**src/rtl/jk_arb_pkg.sv**
```systemverilog
// Shared definitions for jk_register_arbiter: FSM state encoding and the
// per-bit JK next-state function applied to the shared register bank.
package jk_arb_pkg;

    typedef enum logic [1:0] {
        IDLE   = 2'd0,
        SERVE  = 2'd1,
        LOCKED = 2'd2
    } jk_arb_state_e;

    // One JK flip-flop: J sets, K clears, both toggle, neither holds.
    function automatic logic jk_next(input logic j, input logic k, input logic q);
        return (j & ~q) | (~k & q);
    endfunction

endpackage

```
**src/rtl/rr_arbiter.sv**
```systemverilog
// Combinational round-robin picker: searches req starting at pointer and
// returns a one-hot grant plus the index of the winner.
module rr_arbiter #(
    parameter int NUM_REQ = 4
) (
    input  logic [NUM_REQ-1:0]         req,
    input  logic [$clog2(NUM_REQ)-1:0] pointer,
    output logic [NUM_REQ-1:0]         gnt,
    output logic [$clog2(NUM_REQ)-1:0] index,
    output logic                       valid
);
    localparam int IDX_W = $clog2(NUM_REQ);

    logic [IDX_W:0]   sum_s;
    logic [IDX_W-1:0] cand_s;
    logic             hit_s;

    // First requester at or after pointer, wrapping past NUM_REQ-1 back to 0.
    always_comb begin
        gnt    = '0;
        index  = '0;
        valid  = 1'b0;
        sum_s  = '0;
        cand_s = '0;
        hit_s  = 1'b0;
        for (int off = 0; off < NUM_REQ; off++) begin
            sum_s  = {1'b0, pointer} + (IDX_W+1)'(off);
            cand_s = (sum_s >= (IDX_W+1)'(NUM_REQ)) ? IDX_W'(sum_s - (IDX_W+1)'(NUM_REQ))
                                                    : sum_s[IDX_W-1:0];
            hit_s         = ~valid & req[cand_s];
            gnt[cand_s]   = gnt[cand_s] | hit_s;
            index         = hit_s ? cand_s : index;
            valid         = valid | hit_s;
        end
    end

endmodule

```
**src/rtl/jk_register_arbiter.sv**
```systemverilog
// Round-robin arbiter sharing one WIDTH-bit JK register bank among NUM_REQ
// requesters. Define JK_ARB_LOCK_EN to add the lock port and LOCKED state.
module jk_register_arbiter
    import jk_arb_pkg::*;
#(
    parameter int NUM_REQ  = 4,
    parameter int WIDTH    = 32,
    parameter int LOCK_MAX = 8
) (
    input  logic                          clk,
    input  logic                          reset,
    input  logic [NUM_REQ-1:0]            req,
    input  logic [NUM_REQ-1:0][WIDTH-1:0] j_in,
    input  logic [NUM_REQ-1:0][WIDTH-1:0] k_in,
`ifdef JK_ARB_LOCK_EN
    input  logic [NUM_REQ-1:0]            lock,
`endif
    output logic [NUM_REQ-1:0]            gnt,
    output logic [WIDTH-1:0]              q,
    output logic                          upd,
    output logic [$clog2(NUM_REQ)-1:0]    owner
);
    localparam int IDX_W = $clog2(NUM_REQ);

    if (NUM_REQ < 2 || NUM_REQ > 16 || LOCK_MAX < 1) begin : g_bad_params
        $error("jk_register_arbiter: NUM_REQ must be 2..16 and LOCK_MAX >= 1");
    end

    jk_arb_state_e    state_r, state_s;
    logic [IDX_W-1:0] ptr_r, ptr_s;
    logic [WIDTH-1:0] q_r, q_next_s;
    logic             upd_r;
    logic [IDX_W-1:0] owner_r;

    logic [NUM_REQ-1:0] arb_gnt_s;
    logic [IDX_W-1:0]   arb_idx_s;
    logic               arb_valid_s;
    logic               sel_valid_s;
    logic [IDX_W-1:0]   sel_idx_s;

`ifdef JK_ARB_LOCK_EN
    localparam int               CNT_W    = $clog2(LOCK_MAX + 1);
    localparam logic [CNT_W-1:0] LAST_CNT = CNT_W'(LOCK_MAX - 1);

    logic [IDX_W-1:0] lock_idx_r, lock_idx_s;
    logic [CNT_W-1:0] lock_cnt_r, lock_cnt_s;
`endif

    function automatic logic [IDX_W-1:0] wrap_inc(input logic [IDX_W-1:0] idx);
        logic [IDX_W-1:0] nxt;
        if (idx == IDX_W'(NUM_REQ - 1)) begin
            nxt = '0;
        end else begin
            nxt = idx + IDX_W'(1);
        end
        return nxt;
    endfunction

    rr_arbiter #(.NUM_REQ(NUM_REQ)) u_rr (
        .req     (req),
        .pointer (ptr_r),
        .gnt     (arb_gnt_s),
        .index   (arb_idx_s),
        .valid   (arb_valid_s)
    );

    // FSM next state, grant selection and pointer advance.
    always_comb begin
        state_s     = state_r;
        ptr_s       = ptr_r;
        gnt         = '0;
        sel_valid_s = 1'b0;
        sel_idx_s   = '0;
`ifdef JK_ARB_LOCK_EN
        lock_idx_s  = lock_idx_r;
        lock_cnt_s  = lock_cnt_r;
`endif
        case (state_r)
            IDLE: begin
                if (|req) begin
                    state_s = SERVE;
                end else begin
                    state_s = IDLE;
                end
            end
            SERVE: begin
                gnt         = arb_gnt_s;
                sel_valid_s = arb_valid_s;
                sel_idx_s   = arb_idx_s;
                if (arb_valid_s) begin
                    ptr_s = wrap_inc(arb_idx_s);
`ifdef JK_ARB_LOCK_EN
                    // A lock that can only ever last one grant never enters LOCKED.
                    if (lock[arb_idx_s] && (LOCK_MAX > 1)) begin
                        state_s    = LOCKED;
                        lock_idx_s = arb_idx_s;
                        lock_cnt_s = CNT_W'(1);
                    end else begin
                        state_s = SERVE;
                    end
`else
                    state_s = SERVE;
`endif
                end else begin
                    state_s = IDLE;
                end
            end
`ifdef JK_ARB_LOCK_EN
            LOCKED: begin
                if (req[lock_idx_r]) begin
                    gnt[lock_idx_r] = 1'b1;
                    sel_valid_s     = 1'b1;
                    sel_idx_s       = lock_idx_r;
                    ptr_s           = wrap_inc(lock_idx_r);
                    lock_cnt_s      = lock_cnt_r + CNT_W'(1);
                    if (!lock[lock_idx_r] || (lock_cnt_r == LAST_CNT)) begin
                        state_s = SERVE;
                    end else begin
                        state_s = LOCKED;
                    end
                end else begin
                    state_s = SERVE;
                end
            end
`endif
            default: begin
                state_s = IDLE;
            end
        endcase
    end

    // Next value of the bank under the selected requester's masks.
    always_comb begin
        q_next_s = q_r;
        for (int b = 0; b < WIDTH; b++) begin
            q_next_s[b] = jk_next(j_in[sel_idx_s][b], k_in[sel_idx_s][b], q_r[b]);
        end
    end

    // State, pointer, register bank and registered status outputs.
    always_ff @(posedge clk or negedge reset) begin
        if (!reset) begin
            state_r <= IDLE;
            ptr_r   <= '0;
            q_r     <= '0;
            upd_r   <= 1'b0;
            owner_r <= '0;
        end else begin
            state_r <= state_s;
            ptr_r   <= ptr_s;
            upd_r   <= sel_valid_s;
            if (sel_valid_s) begin
                q_r     <= q_next_s;
                owner_r <= sel_idx_s;
            end
        end
    end

`ifdef JK_ARB_LOCK_EN
    // Lock holder and its consecutive-grant count.
    always_ff @(posedge clk or negedge reset) begin
        if (!reset) begin
            lock_idx_r <= '0;
            lock_cnt_r <= '0;
        end else begin
            lock_idx_r <= lock_idx_s;
            lock_cnt_r <= lock_cnt_s;
        end
    end
`endif

    assign q     = q_r;
    assign upd   = upd_r;
    assign owner = owner_r;

endmodule

```
**config.mk**
```make
export PLATFORM = sky130hd
export DESIGN_NAME = jk_register_arbiter
export DESIGN_NICKNAME = d
export VERILOG_FILES = /design/src/rtl/jk_arb_pkg.sv /design/src/rtl/rr_arbiter.sv /design/src/rtl/jk_register_arbiter.sv
export SDC_FILE = /design/constraint.sdc
export NUM_CORES = 1
export LEC_CHECK = 0
export ABC_AREA = 0
export CORE_AREA = 2 2 118 120
export DETAILED_ROUTE_END_ITERATION = 8
export DIE_AREA = 0 0 120 122
export PLACE_DENSITY_LB_ADDON = 0.3
export SYNTH_ARGS = -nofsm -noshare
export SYNTH_HDL_FRONTEND = slang
export SYNTH_HIERARCHICAL = 1
export SYNTH_SLANG_ARGS = --single-unit
export TNS_END_PERCENT = 5
```
**constraint.sdc**
```tcl
create_clock -name clk -period 7.35 [get_ports clk]
set_input_delay 1.1025 -clock clk [delete_from_list [all_inputs] [get_ports clk]]
set_output_delay 1.1025 -clock clk [all_outputs]
set_load 0.02 [all_outputs]
```
* Word level (Yosys, flattened, before mapping) *
Index checks and enable logic that the tools add are counted.

storage, ports and cells
  output and inout bits = 39
  bits in registers = 39
  logic and storage cells = 255

operators by class
  reduce and logical (&&, ||, !) cells = 7
  equal/unequal tests = 2
  add/sub/neg operators = 8
  bitwise gates (word level) = 174
  magnitude comparators = 13
  mux-type cells = 46

operator list
  operator               number
  $bmux W32 S2           2
  $and A1 B1 Y1          67
  $not A1 Y1             67
  $mux W32               2
  $or A1 B1 Y1           39
  $mux W2                10
  $bmux W1 S2            8
  $lt A2 B3 Y1 const B   5
  $mux W1                15
  $bwmux W4              3
  $ge A3 B3 Y1 const B   3
  $demux W1 S2           4
  $ge A2 B1 Y1 const B   4
  $sub A2 B1 Y2 const B  4
  $add A2 B2 Y3 const B  2
  $and A4 B4 Y4          1
  $logic_and A1 B1 Y1    4
  $mux W4                1
  $pmux W2 S2            1
  $reduce_or A4 Y1       1
  $add A2 B1 Y3 const B  1
  $ge A2 B3 Y1 const B   1
  $add A2 B1 Y2 const B  1
  $eq A2 B1 Y1 const B   1
  other kinds (3)        3

* Depth between registers and ports, before layout *
Gate-level depths: netlist of run 1.

  word-level depth = 20
  gate-level depth with buffers = 13

* Cells and area by module *
The synthesis of run 1 kept the hierarchy.

modules (own cells, without submodules)
  module               instances  area each (um^2)  cells an instance
  jk_register_arbiter  1          3641.0            386
  rr_arbiter           1          648.1             79

* Worst setup path before layout of run 1 *
Ideal clock, no wire load.

  path type = input-to-output
  start = in req[3]
  end = out gnt[3]
  setup slack = 3346 ps
  cell stages on the path = 7
  arrival time = 2901 ps
  data required time = 6247 ps
  path through = mux4_2 > mux2_4 > a2111oi_2 > a311oi_1 > o211ai_2 > a31oi_1 > and2_1

on the way
  cells in the longest elaborated chain, start to end = 17

ends and longest elaborated chain
  item                           line                       RTL
  from (decl)                    jk_register_arbiter.sv:12  input logic [NUM_REQ-1:0] req,
  $bmux W1 S2                    rr_arbiter.sv:30           hit_s = ~valid & req[cand_s];
  $mux W1 (not written as such)  rr_arbiter.sv:30
  $or A1 B1 Y1                   rr_arbiter.sv:31           gnt[cand_s] = gnt[cand_s] | hit_s;
  $and A4 B4 Y4 (no line)        n/a
  $bmux W1 S2                    rr_arbiter.sv:31
  $mux W1 (not written as such)  rr_arbiter.sv:31
  $or A1 B1 Y1                   rr_arbiter.sv:31
  $bwmux W4                      rr_arbiter.sv:31
  (+2 left out)                  n/a
  $or A1 B1 Y1                   rr_arbiter.sv:31
  $bwmux W4                      rr_arbiter.sv:31
  $bmux W1 S2                    rr_arbiter.sv:31
  $mux W1 (not written as such)  rr_arbiter.sv:31
  $or A1 B1 Y1                   rr_arbiter.sv:31
  $bwmux W4 *                    rr_arbiter.sv:31
  via arb_gnt_s[3]               jk_register_arbiter.sv:35  logic [NUM_REQ-1:0] arb_gnt_s;
  $mux W4 *                      jk_register_arbiter.sv:78  case (state_r)
  to (decl)                      jk_register_arbiter.sv:18  output logic [NUM_REQ-1:0] gnt,

Mark *: on every way through the listed nets, which the timed path passes. The rest lies on a longest branch. The select of a mux whose other input is x is not followed.

* Worst setup path in the final report of run 1 *
  start = reg ptr_r[0]
  end = out gnt[0]

on the way
  cells in the longest elaborated chain, start to end = 20

ends and longest elaborated chain
  item                                                                       line                        RTL
  from (decl)                                                                jk_register_arbiter.sv:30   logic [IDX_W-1:0] ptr_r, ptr_s;
  from (signal assigned)                                                     jk_register_arbiter.sv:150  ptr_r <= ptr_s;
  $ge A2 B3 Y1 / $sub A2 B1 Y2 (equally long branches)                       rr_arbiter.sv:28            cand_s = (sum_s >= (IDX_W+1)'(NUM_REQ)) ? IDX_W'(sum_s - (IDX_W+1)'(NUM_REQ))
  $mux W2                                                                    rr_arbiter.sv:28
  $lt A2 B3 Y1 (not written as such) / $ge A2 B1 Y1 (equally long branches)  rr_arbiter.sv:31
  $logic_and A1 B1 Y1 (not written as such)                                  rr_arbiter.sv:31
  $mux W1 (not written as such)                                              rr_arbiter.sv:31
  $demux W1 S2                                                               n/a
  $and A4 B4 Y4 (no line)                                                    n/a
  $bmux W1 S2                                                                rr_arbiter.sv:31
  (+5 left out)                                                              n/a
  $or A1 B1 Y1                                                               rr_arbiter.sv:31
  $bwmux W4                                                                  rr_arbiter.sv:31
  $bmux W1 S2                                                                rr_arbiter.sv:31
  $mux W1 (not written as such)                                              rr_arbiter.sv:31
  $or A1 B1 Y1                                                               rr_arbiter.sv:31
  $bwmux W4 *                                                                rr_arbiter.sv:31
  via arb_gnt_s[0]                                                           jk_register_arbiter.sv:35
  $mux W4 *                                                                  jk_register_arbiter.sv:78

Marks and branches as above.

==> impl_metrics.csv, run 1 <==
group,metric,value,unit
yosys,yosysWarnings,6,
clocking,root_buffer,"clkbuf_16",
sta,fin_tns_setup,0,ns
yosys,syn-instance-count,465,
yosys,synth_edf_count,0,
sta,min_period_over_period,77.8,%
worst_setup_path,timing.rr.end,"q[30]",
global_routing,grt_max_degree,85,
global_routing,grt_antenna_before_repair,1,
global_routing,grt_pass1_vias,4876,
worst_setup_path,worstPathArrival,4.61,ns
clocking,clock_latency,0.28,ns
clocking,cts_buffers,5,
yosys,syn_avg_cell_area,9.22,um2
yosys,synth_ff_type,"dfrtp_1",
place,portBuffers,300,
sta,fin_hold_ws,0.504,ns
yosys,postSynthNetCount,732,
route,num_vias,4937,
route,wl,17800,um
clocking,cts_resized,0,
finish,fillCellCount,1203,
sta,rsz0062_at_grt,"no",
die,design.core.area,13500,um2
finish,area_delta_synth_final,74.4,%
worst_setup_path,cp-start-kind,"register",
sta,fin_crit,5.72,ns
die,dieWidth,120,um
route,antenna_left,0,
global_routing,grt_overflow,0,
die,initial_core_util,31.8,%
worst_setup_path,crit_start,"ptr_r[0]",
worst_setup_path,reg2reg_depth,11,
yosys,yosysSeqAreaShare,22.2,%
die,rows,43,
worst_setup_path,critPathKind,"reg -> out",
yosys,async_flop_share,100,%
run_status,status,"complete, no violations",
place,gp_congestion,0.869,
worst_setup_path,cp_max_fo,20,
sta,relSlewSlack,29.7,%
route,first_pass_iters,4,
yosys,synth_cell_types,48,
finish,nNetsFinal,1001,
worst_setup_path,critical_path.endpoint_type,"primary output",
global_routing,grt_pass1_wl,26300,um
clocking,ctsHoldBuffers,0,
finish,layout-drive-gt1-share,12.9,%
sta,tightest_slew,1.05,ns
worst_setup_path,worst_ep_required_time,6.25,ns
worst_setup_path,r2r-start,"ptr_r[0]",
worst_setup_path,rrSetupSlack,1.96,ns
sta,hold_viol,0,
clocking,clock_path_buffers,2,
clocking,cts_tree,"done",
hold_path,hp-class,"reg -> reg",
clocking,htree_levels,2,
sta,fmax,0.175,GHz
clocking,clk_pin_slew,0.06,ns
place,dpl.hpwl,13400,um
job,maxCapViolCount,0,
finish,final_util,55.4,%
route,viasPerCell,5.39,
yosys,ys_ff_latch,38,
sta,drv_slew,0,
power_and_ir_drop,power.leakage,2.83,nW
power_and_ir_drop,power_density,476,nW/um2
clocking,postCtsSetupBuffers,0,
die,die-area,14600,um2
die,num_io_pins,301,
global_routing,grt_usage,22.6,%
die,die_y,122,um
worst_setup_path,critPathCapture,"gnt[0]",
route,drt-initial-drc-count,281,
yosys,netlist_area,4290,um2
sta,clock_skew,0.00837,ns
power_and_ir_drop,peakVddDrop,411,uV
sta,setup_viol,0,
route,drc,0,
clocking,cts.sinks,38,
route,wire_per_inst,19.4,um
## report_power, final
| group | switching, mW | internal, mW | total [mW] | leakage, nW |
|---|---|---|---|---|
| Sequential | 0.109 | 0.333 | 0.442 | 0.439 |
| Combinational | 1.52 | 1.35 | 2.87 | 2.31 |
| Clock | 0.0896 | 0.159 | 0.249 | 0.0836 |
## area by class of cell
type	instances	area (um2)	area share [%]
Antenna cell	1	2.50	0.0335
Clock buffer	5	125	1.67
Inverter	5	18.8	0.251
Timing Repair Buffer	307	3050	40.8
Tap cell	180	225	3.01
Multi-Input combinational cell	377	3070	41.0
Sequential cell	38	951	12.7
Clock inverter	3	40.0	0.535
## cells in the mapped netlist (2+ instances only)
library cell   n  area share, %
mux4_1         2            1.2
clkbuf_1      13            1.1
buf_2         17            2.0
a21oi_1       36            4.2
nand3b_1      33            5.8
o21ai_0        4           0.47
o31ai_1        2           0.35
nand2_1       14            1.2
buf_6         13            3.4
nand2b_1       2           0.29
mux2_2        35            9.2
mux2i_1       65             15
mux4_2         3            1.6
dfrtp_1       38             22
nor2_1         7           0.61
a31oi_1        6           0.88
nor4_1         2           0.29
nand3_1        2           0.23
or2_2         32            4.7
o211ai_1      33            5.8
nor2b_1        2           0.29
o22ai_1       32            4.7
a311oi_1       4           0.82
ha_1           5            1.5
o22a_1        32            6.5
inv_1          4           0.35
and2_1         5           0.73
a211oi_1       2           0.35
## routing by layer
metal / track usage, % / wire (um) / vias to the layer above / share of wire (%)
met5: 0 / 0 / - / 0
met4: 4.71 / 162 / 0 / 0.91
met3: 5.66 / 1400 / 12 / 7.9
met2: 41.2 / 9010 / 218 / 51
met1: 26.7 / 7190 / 2356 / 40
li1: - / - / 2351 / -
## placed cells by master (no fill, tap or decap), types with 2 or more instances in the layout
master,synthesis,final
a311oi_1,4,4
nor2_1,7,7
o22a_1,32,32
clkinv_2,0,2
mux4_1,2,2
a21oi_1,36,36
clkdlybuf4s50_1,0,299
mux2i_1,65,65
buf_4,1,7
and2_1,5,5
o22ai_1,32,32
nor4_1,2,2
mux2_2,35,35
mux4_2,3,3
nand2_1,14,14
a211oi_1,2,2
inv_1,4,4
nor2b_1,2,2
nand2b_1,2,2
ha_1,5,5
o21ai_0,4,4
o211ai_1,33,33
clkbuf_16,0,5
a31oi_1,6,6
or2_2,32,32
dfrtp_1,38,38
nand3b_1,33,33
## worst min path at each step
stage,slack [ns],endpoint,cells after the start,startpoint
6_report,0.50,owner[0],2,owner[0]
5_1_grt,0.55,owner[0],2,owner[0]
4_1_cts,0.52,owner[0],2,owner[0]
3_5_place_dp,0.50,owner[0],2,owner[0]
3_3_place_gp,0.46,owner[0],2,owner[0]
2_1_floorplan,0.52,ptr_r[0],2,ptr_r[0]
## flip-flops by register name, summed over array words and instances (netlist names)
signal / cells
q: 32
owner: 2
ptr_r: 2
state_r: 1
upd: 1
## cell families (layout without fill, tap and decap cells)
kind of cell    count (synthesis)  after routing  synth area share (%)
fa+ha+maj                       5              5                  1.46
buf+inv                        50            320                  7.23
compound gates                161            161                  26.5
simple gates                  105            105                  15.1
mux                           106            106                  27.5
flops                          38             38                  22.2
other cells                     0              1                     0
## stage by stage
stage	std cells	cell area, um2	worst slack, ns	power [mW]
global placement	907	7310	2.07	3.21
global route	915	7480	1.33	3.81
finish	916	7480	1.63	3.56
floorplan	465	4290	3.35	2.57
CTS	915	7480	1.65	3.57
detailed placement	907	7310	1.90	3.31
## critical path, stage by stage (launching register included)
cell	delay [ns]
dfrtp_1	0.84
inv_1	0.30
ha_1	0.72
mux4_2	0.57
mux2_4	0.33
a21oi_1	0.27
o32ai_1	0.12
a211oi_2	0.35
a31oi_1	0.12
and2_1	0.18
clkdlybuf4s50_1	0.53
Note: power is estimated with default switching activity, not from simulation.
==> inputs of run 2 (changes only) <==
CORE_AREA = not set   (was 2 2 118 120)
CORE_UTILIZATION = 33   (was not set)
DIE_AREA = not set   (was 0 0 120 122)
clock period = 4.8 ns   (was 7.35 ns; I/O delays follow)
==> impl_metrics.csv, run 2 (synthesis results as in run 1) <==
group,metric,value,unit
run_status,status,"complete, no violations",
sta,fmax,0.217,GHz
global_routing,met2_usage,46.2,%
die,dieWidth,116,um
place,gp_congestion,0.883,
finish,area_delta_synth_final,74.6,%
worst_setup_path,worstPathArrival,3.89,ns
worst_setup_path,critPathTopFamily,"buffers and inverters",
global_routing,use_met1,31.7,%
die,num_io_pins,301,
clocking,clock_path_buffers,2,
route,num_vias,5031,
clocking,htree_levels,2,
global_routing,grt_max_degree,111,
route,wire_per_inst,20.5,um
route,drt-initial-drc-count,300,
finish,nNetsFinal,1006,
worst_setup_path,slowest_delay,0.55,ns
global_routing,grt_use_met3,5.44,%
clocking,cts.sinks,38,
worst_setup_path,critical_path.endpoint_type,"primary output",
worst_setup_path,reg2reg_depth,13,
route,antenna_left,0,
sta,drv_slew,0,
finish,diodes,0,
place,dpl.hpwl,14300,um
place,portBuffers,300,
worst_setup_path,worst_ep_required_time,4.08,ns
die,design.core.area,12700,um2
route,wl,18700,um
sta,relSlewSlack,35.0,%
worst_setup_path,path_buf_inv,2,
place,dp_cells,904,
finish,layout_common_cells,"clkdlybuf4s50_1, mux2i_1, dfrtp_1, a21oi_1, mux2_2",
clocking,root_buffer,"clkbuf_16",
worst_setup_path,critPathKind,"in -> out",
clocking,postCtsSetupBuffers,0,
worst_setup_path,critPathMostFrequentCell,"clkdlybuf4s50_1",
finish,final_cell_count_no_fill,910,
worst_setup_path,cp.depth,9,
clocking,cts_buffers,5,
global_routing,top_usage_layer,"met2",
global_routing,grt_antenna_before_repair,0,
clocking,clk_pin_slew,0.05,ns
power_and_ir_drop,power.leakage,2.84,nW
clocking,clock_latency,0.28,ns
clocking,cts_tree,"done",
power_and_ir_drop,power_density,737,nW/um2
hold_path,hold_depth,2,
finish,largest_register_ffs,32,
global_routing,grt_pass1_vias,4824,
worst_setup_path,crit_path_cell_trace,"clkdlybuf4s50_1, mux4_2, mux2_4, a221oi_1, a211oi_1, o211ai_2, a31oi_1, and2_1, clkdlybuf4s50_1",
worst_setup_path,cp-start-kind,"input pin",
die,die_y,116,um
sta,fin_crit,4.61,ns
finish,final_common_cell,"clkdlybuf4s50_1",
sta,hold_viol,0,
sta,setup_viol,0,
sta,tightest_slew,0.975,ns
global_routing,grt_pass1_wl,26300,um
die,die-area,13500,um2
sta,clock_skew,0.00679,ns
job,maxCapViolCount,0,
route,drc,0,
worst_setup_path,slowest_stage,"clkdlybuf4s50_1",
power_and_ir_drop,peakVddDrop,603,uV
finish,layout-drive-gt1-share,13.4,%
die,rows,41,
sta,fin_tns_setup,0,ns
global_routing,grt_usage,25.9,%
die,initial_core_util,33.9,%
route,viasPerCell,5.53,
worst_setup_path,cp_max_fo,9,
route,first_pass_iters,6,
sta,rsz0062_at_grt,"no",
sta,min_period_over_period,96.1,%
hold_path,hp-class,"reg -> reg",
global_routing,grt_overflow,0,
run 2: cell types whose count changed in the layout (fill, tap and decap cells not counted), sizes merged:
cell,delta
buf,+5
bufinv,-1
clkbuf,+1
clkinv,-2
diode,-1
run 2: final cells by class:
| class | count | area, um2 |
|---|---|---|
| well taps | 172 | 215 |
| clock buffers | 6 | 139 |
| multi-input cells | 377 | 3060 |
| repair buffers | 312 | 3100 |
| inverters | 5 | 18.8 |
| flip-flops and latches | 38 | 952 |
| fillers | 1108 | 5180 |
run 2: final timing paths:
path / slack [ns] / end / from
setup / recovery: 0.19 / gnt[0] / req[0]
hold / removal: 0.49 / owner[0] / owner[0]
setup reg to reg: 0.95 / q[29] / ptr_r[1]
hold reg to reg: 0.49 / owner[0] / owner[0]
max in group asynchronous: 3.53 / ptr_r[1] / reset
min in group asynchronous: 0.61 / q[10] / reset
run 2: metal layers:
layer	vias to the layer above	part of all wire, %
met2	270	49
met3	34	8.6
met4	0	1.9
met5	-	0
met1	2366	41
li1	2361	-
run 2: what timing repair did:
item,4_1_cts,5_1_grt
resized for setup,0,2
hold endpoints to repair,0,0
setup endpoints to repair,0,4
hold buffers,0,0
run 2: worst reg2reg max path, stage by stage (launching register included):
cell and delay [ns]:
dfrtp_2 0.45, inv_1 0.11, ha_2 0.45, buf_4 0.19, mux4_2 0.36, nor3_1 0.20, buf_4 0.16, nand2_1 0.12
a32oi_4 0.48, buf_4 0.42, nand3_1 0.12, buf_4 0.31, o22ai_1 0.26, o22a_1 0.17
run 2: stage by stage:
stage / hold WS (ns) / setup WS, ns / instance area (um2) / utilization, % / total power [mW]
3_3_place_gp: 0.466 / 0.444 / 7350 / 58.0 / 5.03
4_1_cts: 0.494 / 0.0846 / 7480 / 59.1 / 5.50
5_1_grt: 0.533 / 0.0533 / 7490 / 59.1 / 5.89
3_5_place_dp: 0.473 / 0.270 / 7350 / 58.0 / 5.16
6_report: 0.492 / 0.186 / 7490 / 59.1 / 5.52
2_1_floorplan: 0.424 / 1.35 / 4290 / - / 3.93
run 2: power breakdown:
| group | internal, mW | leakage [nW] | total [mW] | switching (mW) |
|---|---|---|---|---|
| sequential | 0.511 | 0.438 | 0.681 | 0.170 |
| clock | 0.201 | 0.0688 | 0.328 | 0.127 |
| combinational | 2.10 | 2.33 | 4.51 | 2.41 |
| total | 2.81 | 2.84 | 5.52 | 2.71 |
==> inputs of run 3 (changes only) <==
CORE_UTILIZATION = 38   (was 33)
SYNTH_HIERARCHICAL = not set   (was 1)
TNS_END_PERCENT = 50   (was 5)
==> impl_metrics.csv, run 3 <==
group,metric,value,unit
finish,layout-drive-gt1-share,8.89,%
sta,relSlewSlack,23.0,%
power_and_ir_drop,power_density,711,nW/um2
sta,clock_skew,0.0114,ns
sta,drv_slew,0,
finish,diodes,0,
yosys,netlist_area,5970,um2
power_and_ir_drop,power.leakage,3.63,nW
yosys,synth_top_cell_by_area,"dfrtp_1",
place,dpl.hpwl,19300,um
die,die_y,127,um
die,die-area,16200,um2
yosys,synth_top_area_share,15.9,%
yosys,syn_avg_cell_area,7.06,um2
route,wl,27900,um
finish,area_delta_synth_final,54.9,%
finish,largest_register_ffs,32,
hold_path,hp-class,"reg -> reg",
route,drt-initial-drc-count,818,
yosys,yosysWarnings,0,
global_routing,grt_pass1_wl,43200,um
sta,min_period_over_period,94.2,%
sta,rsz0062_at_grt,"no",
die,design.core.area,15300,um2
clocking,clock_latency,0.31,ns
sta,fmax,0.221,GHz
power_and_ir_drop,peakVddDrop,457,uV
yosys,synth_most_common_cell,"nand2_1",
die,rows,45,
yosys,syn-instance-count,845,
finish,nNetsFinal,1345,
clocking,cts.sinks,38,
finish,final_common_cell,"clkdlybuf4s50_1",
yosys,yosysSeqAreaShare,15.9,%
route,antenna_left,0,
worst_setup_path,worstPathArrival,3.80,ns
finish,final_util,60.6,%
clocking,cts_resized,0,
worst_setup_path,critPathKind,"in -> out",
die,num_io_pins,301,
clocking,postCtsSetupBuffers,0,
sta,hold_viol,0,
place,gp_congestion,0.855,
yosys,async_flop_share,100,%
worst_setup_path,critical_path.endpoint_type,"primary output",
global_routing,grt_usage,33.6,%
global_routing,grt_overflow,0,
route,wire_per_inst,21.6,um
worst_setup_path,cp-start-kind,"input pin",
global_routing,grt_max_degree,68,
worst_setup_path,worst_ep_required_time,4.08,ns
clocking,htree_levels,2,
yosys,synth_cell_types,53,
route,viasPerCell,6.40,
route,num_vias,8262,
yosys,synth_ff_type,"dfrtp_1",
clocking,ctsHoldBuffers,0,
sta,fin_crit,4.52,ns
run_status,status,"complete, no violations",
job,maxCapViolCount,0,
clocking,cts_tree,"done",
yosys,synth_top_cells_by_area,"dfrtp_1, o2111ai_1, nand2_1",
yosys,postSynthNetCount,1111,
yosys,ys_ff_latch,38,
clocking,cts_buffers,5,
sta,fin_tns_setup,0,ns
yosys,synth_edf_count,0,
clocking,clk_pin_slew,0.06,ns
route,drc,0,
clocking,clock_path_buffers,2,
sta,setup_viol,0,
clocking,root_buffer,"clkbuf_16",
route,first_pass_iters,5,
sta,tightest_slew,1.15,ns
global_routing,grt_antenna_before_repair,0,
die,dieWidth,127,um
worst_setup_path,cp_max_fo,7,
finish,layout_common_cells,"clkdlybuf4s50_1, nand2_1, inv_1, nand3_1, o2111ai_1",
yosys,synth_common_cells,"nand2_1, inv_1, nand3_1",
global_routing,grt_pass1_vias,7985,
die,initial_core_util,39.1,%
place,portBuffers,300,
==> run 3: cell types whose count changed after synthesis, moves of 33 or more <==
cell	before	now
nand2_1	14	137
o2111ai_1	0	64
nand3_1	2	65
inv_1	4	66
mux2i_1	65	7
clkbuf_1	13	63
a221oi_1	1	35
mux2_2	35	1
nor3_1	1	35
a21o_1	0	33
nand3b_1	33	0
o211ai_1	33	0
==> run 3: final cells by class <==
type                            instances  area [um2]
Fill cell                            1381        6020
Multi-Input combinational cell        639        4400
Timing Repair Buffer                  327        3200
Sequential cell                        38         955
Tap cell                              211         264
Inverter                               68         255
Clock buffer                            5         125
Clock inverter                          3        40.0
==> run 3: worst max-delay path, stage by stage <==
cell             delay, ns
clkdlybuf4s50_1       0.54
buf_4                 0.22
mux4_2                0.52
mux2_4                0.33
a221oi_1              0.36
mux2i_1               0.14
a2bb2oi_2             0.17
a41o_1                0.26
clkdlybuf4s50_1       0.53
==> run 3: metal layers <==
metal	global-route usage, %	share of wire (%)
met1	42.1	40
met2	56.3	47
met3	6.83	8.9
met4	13.8	3.5
met5	0	0
==> run 3: where the power goes <==
group | internal (mW) | leakage, nW | switching [mW] | total (mW)
sequential | 0.509 | 0.448 | 0.220 | 0.729
clock | 0.244 | 0.0836 | 0.161 | 0.405
combinational | 2.11 | 3.10 | 3.33 | 5.44
==> run 3: cells by family (layout without fill, tap and decap cells) <==
group                    Yosys count  count (layout)  share of synthesized area (%)
multiplexers                      13              13                           3.12
buffers and inverters            168             403                           11.8
adder cells (fa/ha/maj)            4               4                          0.839
XOR/XNOR                           2               2                          0.294
AND/OR/NAND/NOR                  262             262                           19.7
flip-flops                        38              38                           15.9
AO/OA/AOI/OAI                    358             358                           48.4
==> run 3: final timing paths <==
check                         start  endpoint  slack [ns]  cells past startpoint
min                        owner[0]  owner[0]        0.49                      2
max                          req[3]    gnt[2]        0.28                      9
min in group asynchronous     reset       upd        0.58                      1
min reg2reg                owner[0]  owner[0]        0.49                      2
max in group asynchronous     reset  ptr_r[0]        3.49                      1
max reg2reg                ptr_r[1]     q[22]        0.98                     10
==> run 3: stage by stage <==
stage                     hold slack (ns)  instance area (um2)  worst slack, ns  instances  total power, mW
final                               0.489                 9240            0.279       1291             6.58
after global routing                0.506                 9240           0.0172       1291             7.01
after CTS                           0.482                 9240            0.285       1291             6.52
after detailed placement            0.468                 9080            0.294       1283             6.08
after global placement              0.463                 9080            0.301       1283             5.99
after floorplan                     0.424                 5970            0.906        845             4.36
